**src/rtl/f32_operand_loader.sv**
```systemverilog
// Operand loader for the float-32 adder: shifts A and B in a byte at a time,
// holds them for a settle window, then captures the adder result and flags.
module f32_operand_loader #(
    parameter int unsigned SETTLE_CYCLES = 4
) (
    input  logic        CLK,
    input  logic        RST_N,
    input  logic [7:0]  DIN,
    input  logic        LOAD,
    input  logic        OP_IN,
    input  logic        CLEAR,
    output logic [31:0] A_OUT,
    output logic [31:0] B_OUT,
    output logic        OP_OUT,
    input  logic [31:0] R_IN,
    input  logic        UF_IN,
    input  logic        OF_IN,
    output logic [31:0] RESULT,
    output logic        UNDERFLOW_Q,
    output logic        OVERFLOW_Q,
    output logic        BUSY,
    output logic        DONE,
    output logic [2:0]  BYTE_IDX
);

    typedef enum logic [1:0] {LOAD_A, LOAD_B, SETTLE, SHOW} state_t;

    localparam logic [3:0] CNT_LAST = 4'(SETTLE_CYCLES - 1);

    state_t      state_q, state_d;
    logic [3:0]  cnt_q, cnt_d;
    logic [2:0]  byteIdx_q, byteIdx_d;
    logic [31:0] a_q, a_d;
    logic [31:0] b_q, b_d;
    logic        op_q, op_d;
    logic [31:0] result_q, result_d;
    logic        uf_q, uf_d;
    logic        of_q, of_d;

    always_ff @(posedge CLK or negedge RST_N) begin
        if (!RST_N) begin
            state_q   <= LOAD_A;
            cnt_q     <= '0;
            byteIdx_q <= '0;
            a_q       <= '0;
            b_q       <= '0;
            op_q      <= 1'b0;
            result_q  <= '0;
            uf_q      <= 1'b0;
            of_q      <= 1'b0;
        end else begin
            state_q   <= state_d;
            cnt_q     <= cnt_d;
            byteIdx_q <= byteIdx_d;
            a_q       <= a_d;
            b_q       <= b_d;
            op_q      <= op_d;
            result_q  <= result_d;
            uf_q      <= uf_d;
            of_q      <= of_d;
        end
    end

    always_comb begin
        state_d   = state_q;
        cnt_d     = cnt_q;
        byteIdx_d = byteIdx_q;
        a_d       = a_q;
        b_d       = b_q;
        op_d      = op_q;
        result_d  = result_q;
        uf_d      = uf_q;
        of_d      = of_q;

        // CLEAR outranks everything, including a LOAD in the same cycle.
        if (CLEAR) begin
            state_d   = LOAD_A;
            cnt_d     = '0;
            byteIdx_d = '0;
            a_d       = '0;
            b_d       = '0;
            op_d      = 1'b0;
            result_d  = '0;
            uf_d      = 1'b0;
            of_d      = 1'b0;
        end else begin
            unique case (state_q)
                LOAD_A: begin
                    if (LOAD) begin
                        a_d       = {a_q[23:0], DIN};
                        byteIdx_d = byteIdx_q + 3'd1;
                        if (byteIdx_q == 3'd3) begin
                            state_d = LOAD_B;
                        end
                    end
                end
                LOAD_B: begin
                    if (LOAD) begin
                        b_d       = {b_q[23:0], DIN};
                        byteIdx_d = byteIdx_q + 3'd1;
                        if (byteIdx_q == 3'd7) begin
                            op_d    = OP_IN;
                            cnt_d   = '0;
                            state_d = SETTLE;
                        end
                    end
                end
                SETTLE: begin
                    cnt_d = cnt_q + 4'd1;
                    if (cnt_q == CNT_LAST) begin
                        result_d = R_IN;
                        uf_d     = UF_IN;
                        of_d     = OF_IN;
                        cnt_d    = '0;
                        state_d  = SHOW;
                    end
                end
                SHOW: begin
                    if (LOAD) begin
                        a_d       = {24'h0, DIN};
                        b_d       = '0;
                        byteIdx_d = 3'd1;
                        state_d   = LOAD_A;
                    end
                end
                default: state_d = LOAD_A;
            endcase
        end
    end

    assign A_OUT       = a_q;
    assign B_OUT       = b_q;
    assign OP_OUT      = op_q;
    assign RESULT      = result_q;
    assign UNDERFLOW_Q = uf_q;
    assign OVERFLOW_Q  = of_q;
    assign BYTE_IDX    = byteIdx_q;
    assign BUSY        = (state_q == SETTLE);
    assign DONE        = (state_q == SHOW);

endmodule

```
**config.mk**
```make
export PLATFORM = sky130hd
export DESIGN_NAME = f32_operand_loader
export DESIGN_NICKNAME = d
export VERILOG_FILES = /design/src/rtl/f32_operand_loader.sv
export SDC_FILE = /design/constraint.sdc
export NUM_CORES = 1
export LEC_CHECK = 0
export ABC_AREA = 1
export CORE_MARGIN = 8
export CORE_UTILIZATION = 50
export CTS_BUF_LIST = sky130_fd_sc_hd__clkbuf_4
export CTS_CLUSTER_DIAMETER = 40
export CTS_CLUSTER_SIZE = 25
export DETAILED_ROUTE_END_ITERATION = 10
export HOLD_SLACK_MARGIN = 0.06
export PLACE_DENSITY = 0.86
export SYNTH_ARGS = -nofsm -noshare
export SYNTH_HDL_FRONTEND = slang
export SYNTH_SLANG_ARGS = --single-unit
export TNS_END_PERCENT = 10
```
**constraint.sdc**
```tcl
create_clock -name CLK -period 2.3 [get_ports CLK]
set_clock_uncertainty 0.05 [all_clocks]
set_input_delay 0.23 -clock CLK [delete_from_list [all_inputs] [get_ports CLK]]
set_output_delay 0.23 -clock CLK [all_outputs]
set_load 0.01 [all_outputs]
```
==> reports/results.ini, run 1 <==
[floorplan]
die_w_um = 112
rows = 35
start_util_pct = 50.8
coreArea_mm2 = 0.00911
dieArea_mm2 = 0.0126
ioPinCount = 151
die_h_um = 112

[worst_setup_path]
slowest_delay_ps = 590
cp.arrival_ps = 1780
cp_top_family = buffers and inverters
path_buf_inv = 1
worst_setup_path_end_kind = output port
cp.required_ps = 2020
worst_path_max_delay_cell = clkdlybuf4s50_1
critPathMaxFanout = 4
path_cells = ha_1 -> clkdlybuf4s50_1
start_kind = register
worstSetupPathType = register to output port

[clocking]
post-cts-setup-buffers = 0
clock-root-buffer = clkbuf_4
clk_path_buf_depth = 2
insertion_delay_ps = 450
path_clk_slew_ps = 180
cts_hold_buf = 1
tritoncts = built
cts.sinks = 108
numCtsBuffers = 9
ctsResizeCount = 0
htree_levels = 3

[power_and_ir_drop]
finalPower_mw = 5.37
peakVddDrop_mv = 0.505
power_density_mw_per_mm2 = 844
leakage_nw = 2.86

[place]
placed_cell_area_mm2 = 0.00619
port_buffers = 150
place_ws_ps = 283
hpwlAfterDp_mm = 9.33
gp_congestion = 0.857

[cells_and_area]
final_area_mm2 = 0.00636
final_cell_mix = clkdlybuf4s50_1, nand2_1, dfrtp_1, inv_1, nand3_1
layout-drive-gt1-share_pct = 4.95
diodes = 0
final_nets = 717
final_common_cell = clkdlybuf4s50_1
area_growth_pct = 37.5

[synth]
syn_inst = 520
yosysSeqAreaShare_pct = 58.4
netlist.area_leader.share_pct = 58.4
synth_area_leaders = dfrtp_1, nand2_1, nand3_1
syn-num-nets = 575
syn_area_per_cell_um2 = 8.90
ys_ff_latch = 108
yosysWarnings = 0
ys_types = 23
synth_top_cell_by_area = dfrtp_1
syn_area_mm2 = 0.00463

[timing]
slew_headroom_pct = 51.0
max_freq_mhz = 486
worst_pin_slew_ps = 732
fin_crit_ps = 2060
layout_setup_ws_ps = 240
tns_ps = 0
final_hold_viol_count = 0
fin_crit_sh_pct = 89.5
slew_viol_final = 0
finalSetupViolCount = 0
rsz0062_at_grt = false

[global_routing]
grt.total_usage_pct = 20.0
grt_overflow_total = 0
antenna_found_initial = 0
grt_start_max_net_pins = 81
grt_pass1_vias = 4004
grt_pass1_wl_mm = 20.5

[routing]
via_per_inst = 5.14
remaining_drc_errors = 0
totalWireLength_mm = 12.6
postRouteAntennaNets = 0
wl_per_cell_um = 16.1
dr.first_iter.drc_count = 267
vias = 4002
dr.pass1.iters = 4

[run_status]
outcome = completed

[flow_run]
max-cap-violations = 0

[hold_path]
hold_path_class = input port to async pin

==> cell type report <==
| type | instances | area, µm² |
|---|---|---|
| clock buffer | 9 | 67.6 |
| clock inverter | 7 | 92.6 |
| tap | 111 | 139 |
| multi-input combinational | 309 | 1490 |
| inverter | 77 | 289 |
| timing repair buffer | 157 | 1580 |
| fill | 717 | 2750 |
| sequential | 108 | 2700 |
==> cell usage after synthesis <==
cell,n
a21oi_1,10
a21oi_4,2
buf_2,11
buf_4,6
buf_6,1
clkbuf_1,8
clkinv_1,1
dfrtp_1,108
ha_1,8
inv_1,74
inv_2,2
nand2_1,126
nand3_1,63
nand3_2,1
nand3b_1,1
nand4_1,2
nor2_1,16
nor2_2,2
nor2_4,2
o21ai_0,49
o21ai_1,24
o21ai_4,1
o21bai_1,2
==> state kept, by name, indices dropped and copies added, names as in the netlist <==
| name | count |
|---|---|
| B_OUT | 32 |
| OP_OUT | 1 |
| A_OUT | 32 |
| UNDERFLOW_Q | 1 |
| cnt_q | 4 |
| state_q | 2 |
| OVERFLOW_Q | 1 |
| RESULT | 32 |
| BYTE_IDX | 3 |
==> through the flow <==
step | instances | utilization [%] | hold slack [ps]
global placement | 761 | 68.0 | 124
finish | 778 | 69.8 | 166
CTS | 778 | 69.8 | 145
global route | 778 | 69.8 | 175
floorplan | 520 | - | -116
detailed placement | 761 | 68.0 | 133
==> worst register-to-register path: stages (launching register included) <==
cell     delay [ps]
dfrtp_1         440
ha_1            300
nor2_4          250
a21oi_4         100
inv_2           440
o21ai_0         170
==> worst paths after layout <==
check | from | endpoint | slack (ps) | depth (start not counted)
min | RST_N | A_OUT[29]$_DFFE_PN0P_ | 170 | 2
max | state_q[1]$_DFFE_PN0P_ | DONE | 240 | 2
min in group CLK | R_IN[10] | RESULT[10]$_DFFE_PN0P_ | 250 | 3
min reg2reg | B_OUT[31]$_DFFE_PN0P_ | B_OUT[31]$_DFFE_PN0P_ | 460 | 2
max in group asynchronous | RST_N | cnt_q[0]$_DFFE_PN0P_ | 1290 | 3
max reg2reg | state_q[0]$_DFFE_PN0P_ | B_OUT[2]$_DFFE_PN0P_ | 430 | 5
==> report_power, final <==
part / total (mW) / internal, mW / switching (mW)
registers: 2.52 / 2.22 / 0.297
clock network: 1.05 / 0.363 / 0.685
logic: 1.80 / 0.873 / 0.931
total: 5.37 / 3.46 / 1.91
==> kinds of logic after synthesis <==
kind of cell               after synthesis  share of synthesized area, %
and+or+nand+nor                        213                          19.7
DFF                                    108                          58.4
buffers and inverters                  103                          9.30
AOI/OAI and AO/OA                       88                          10.4
adders and majority gates                8                          2.16
==> metal layers <==
layer | vias to the layer above | share of wire (%) | track usage [%]
met2 | 101 | 52 | 34.4
met3 | 24 | 4.2 | 4.13
met5 | - | 0 | 0
met4 | 0 | 3.2 | 8.90
li1 | 1925 | - | -
met1 | 1952 | 41 | 23.7
(Power assumes the default switching activity.)
==> run 2, diff against run 1 <==
ABC_AREA = default   (was 1)
PLACE_DENSITY = 0.93   (was 0.86)
==> reports/results.ini, run 2 <==
[run_status]
outcome = completed

[synth]
synth_edf_count = 0  ; unchanged
syn_area_mm2 = 0.00436  ; -5.8%
synthTopCellsByCount = nand2_1, dfrtp_1, o21ai_0
synth_area_leaders = dfrtp_1, nand2_1, a22o_1
ys_ff_latch = 108  ; unchanged
syn_area_per_cell_um2 = 10.3  ; +16%
yosys_most_used_dff = dfrtp_1
yosysWarnings = 0  ; unchanged
synth_top_cell_by_area = dfrtp_1
netlist.area_leader.share_pct = 62.0  ; +3.6 points
syn_inst = 421  ; -19%
syn-num-nets = 476  ; -17%
yosysSeqAreaShare_pct = 62.0  ; +3.6 points
yosysMostFrequentCell = nand2_1
postSynth.asyncResetShare_pct = 100  ; unchanged
ys_types = 32  ; +39%

[routing]
totalWireLength_mm = 11.9  ; -5.3%
remaining_drc_errors = 0  ; unchanged
dr.pass1.iters = 4  ; unchanged
postRouteAntennaNets = 0  ; unchanged
via_per_inst = 5.26  ; +2.3%
wl_per_cell_um = 17.5  ; +8.5%
vias = 3573  ; -11%
dr.first_iter.drc_count = 195  ; -27%

[floorplan]
rows = 34  ; -2.9%
start_util_pct = 50.7  ; -0.084 points
ioPinCount = 151  ; unchanged
die_h_um = 109  ; -2.5%
coreArea_mm2 = 0.00859  ; -5.7%
die_w_um = 109  ; -2.5%
dieArea_mm2 = 0.0120  ; -5.0%

[place]
placed_cell_area_mm2 = 0.00600  ; -3.1%
port_buffers = 150  ; unchanged
place_ws_ps = 406  ; +122 ps
hpwlAfterDp_mm = 8.97  ; -3.9%
gp_congestion = 0.825  ; -3.7%
placedCellCount = 662  ; -13%

[timing]
worst_pin_slew_ps = 501  ; -231 ps
fin_crit_ps = 2130  ; +72.8 ps
finalSetupViolCount = 0  ; unchanged
slew_viol_final = 0  ; unchanged
final_hold_viol_count = 0  ; unchanged
max_freq_mhz = 469  ; -3.4%
tns_ps = 0  ; unchanged
slew_headroom_pct = 66.6  ; +16 points
rsz0062_at_grt = false
layout_setup_ws_ps = 168  ; -72.8 ps
hold_slack_ps = 216  ; +49.5 ps
fin_crit_sh_pct = 92.7  ; +3.2 points

[cells_and_area]
final_nets = 621  ; -13%
final_area_mm2 = 0.00613  ; -3.6%
area_growth_pct = 40.8
multiInputGateArea_mm2 = 0.00155  ; +3.5%
stdcell_count = 679  ; -13%
seq_area_mm2 = 0.00270  ; unchanged
final_cell_mix = clkdlybuf4s50_1, nand2_1, dfrtp_1, o21ai_0, a22o_1
fin_util_pct = 71.4  ; +1.5 points
final_common_cell = clkdlybuf4s50_1
diodes = 0  ; unchanged
layout-drive-gt1-share_pct = 6.30  ; +1.4 points
fillers = 647  ; -9.8%

[worst_setup_path]
cp.required_ps = 2020  ; about the same
r2r_setup_slack_ps = 440  ; about the same
cp.arrival_ps = 1850  ; +70 ps
critPathMaxFanout = 6  ; +2
worst_setup_path_end_kind = output port
worstSetupPathType = register to output port
start_kind = register

[power_and_ir_drop]
finalPower_mw = 4.07  ; -24%
peakVddDrop_mv = 0.498  ; -1.4%
leakage_nw = 2.67  ; -6.8%
power_density_mw_per_mm2 = 664  ; -21%

[global_routing]
grt_start_max_net_pins = 65  ; -20%
antenna_found_initial = 0  ; unchanged
grt.total_usage_pct = 20.0  ; +0.047 points
grt_overflow_total = 0  ; unchanged
grt_pass1_vias = 3677  ; -8.2%
grt_pass1_wl_mm = 18.7  ; -8.8%

[clocking]
htree_levels = 3  ; unchanged
tritoncts = built
cts.sinks = 108  ; unchanged
clk_path_buf_depth = 2  ; unchanged
clock-root-buffer = clkbuf_4
insertion_delay_ps = 450  ; about the same
numCtsBuffers = 9  ; unchanged
path_clk_slew_ps = 160  ; -20 ps
ctsResizeCount = 0  ; unchanged

[hold_path]
hold_path_class = input port to async pin

[flow_run]
max-cap-violations = 0  ; unchanged

-- run 2: cells by family (layout without fill, tap and decap cells) --
kind of cell	after synthesis	after routing	share of synthesized area (%)
flip-flops	108	108	62.0
AND/OR/NAND/NOR	158	158	15.0
buffers and inverters	30	180	3.10
multiplexers	2	2	0.460
AO/OA/AOI/OAI	115	115	17.1
adder cells (fa/ha/maj)	8	8	2.30
-- run 2: critical path: stages (launching register included) --
cell and delay [ps]:
dfrtp_1 450, inv_1 100, ha_1 280, clkdlybuf4s50_1 590
-- run 2: where the power goes --
| part | internal [mW] | total (mW) | switching, mW | leakage (nW) |
|---|---|---|---|---|
| combinational | 0.495 | 1.01 | 0.512 | 1.13 |
| clock | 0.245 | 0.881 | 0.636 | 0.0626 |
| sequential | 2.05 | 2.18 | 0.134 | 1.48 |
| total | 2.79 | 4.07 | 1.28 | 2.67 |
-- run 2: what timing repair did --
action | 4_1_cts | 5_1_grt
hold buffers | 1 | 0
endpoints found under the hold margin | 36 | 0
endpoints found under the setup margin | 0 | 0
buffers inserted | 0 | 0
-- run 2: area by class of cell --
cell class                      count  share of cell area [%]
Timing Repair Buffer              160                    26.3
Multi-Input combinational cell    283                    25.2
Clock buffer                       10                    1.22
Inverter                            4                   0.245
Tap cell                          108                    2.20
Sequential cell                   108                    44.1
Clock inverter                      6                   0.775
-- run 2: metal layers --
layer | GRT usage, % | wire length (µm) | up-vias
met5 | 0 | 0 | -
met4 | 7.91 | 328 | 0
met3 | 4.51 | 620 | 22
met2 | 35.8 | 6380 | 96
met1 | 22.8 | 4570 | 1738
li1 | - | - | 1717
-- run 2: path summary, 6_finish.rpt --
check,from,to,cells after the start
max,state_q[0]$_DFFE_PN0P_,BUSY,3
min,RST_N,BYTE_IDX[0]$_DFFE_PN0P_,2
max reg2reg,state_q[1]$_DFFE_PN0P_,cnt_q[3]$_DFFE_PN0P_,6
min reg2reg,B_OUT[29]$_DFFE_PN0P_,B_OUT[29]$_DFFE_PN0P_,2
max in group asynchronous,RST_N,B_OUT[1]$_DFFE_PN0P_,3
min in group CLK,R_IN[15],RESULT[15]$_DFFE_PN0P_,2
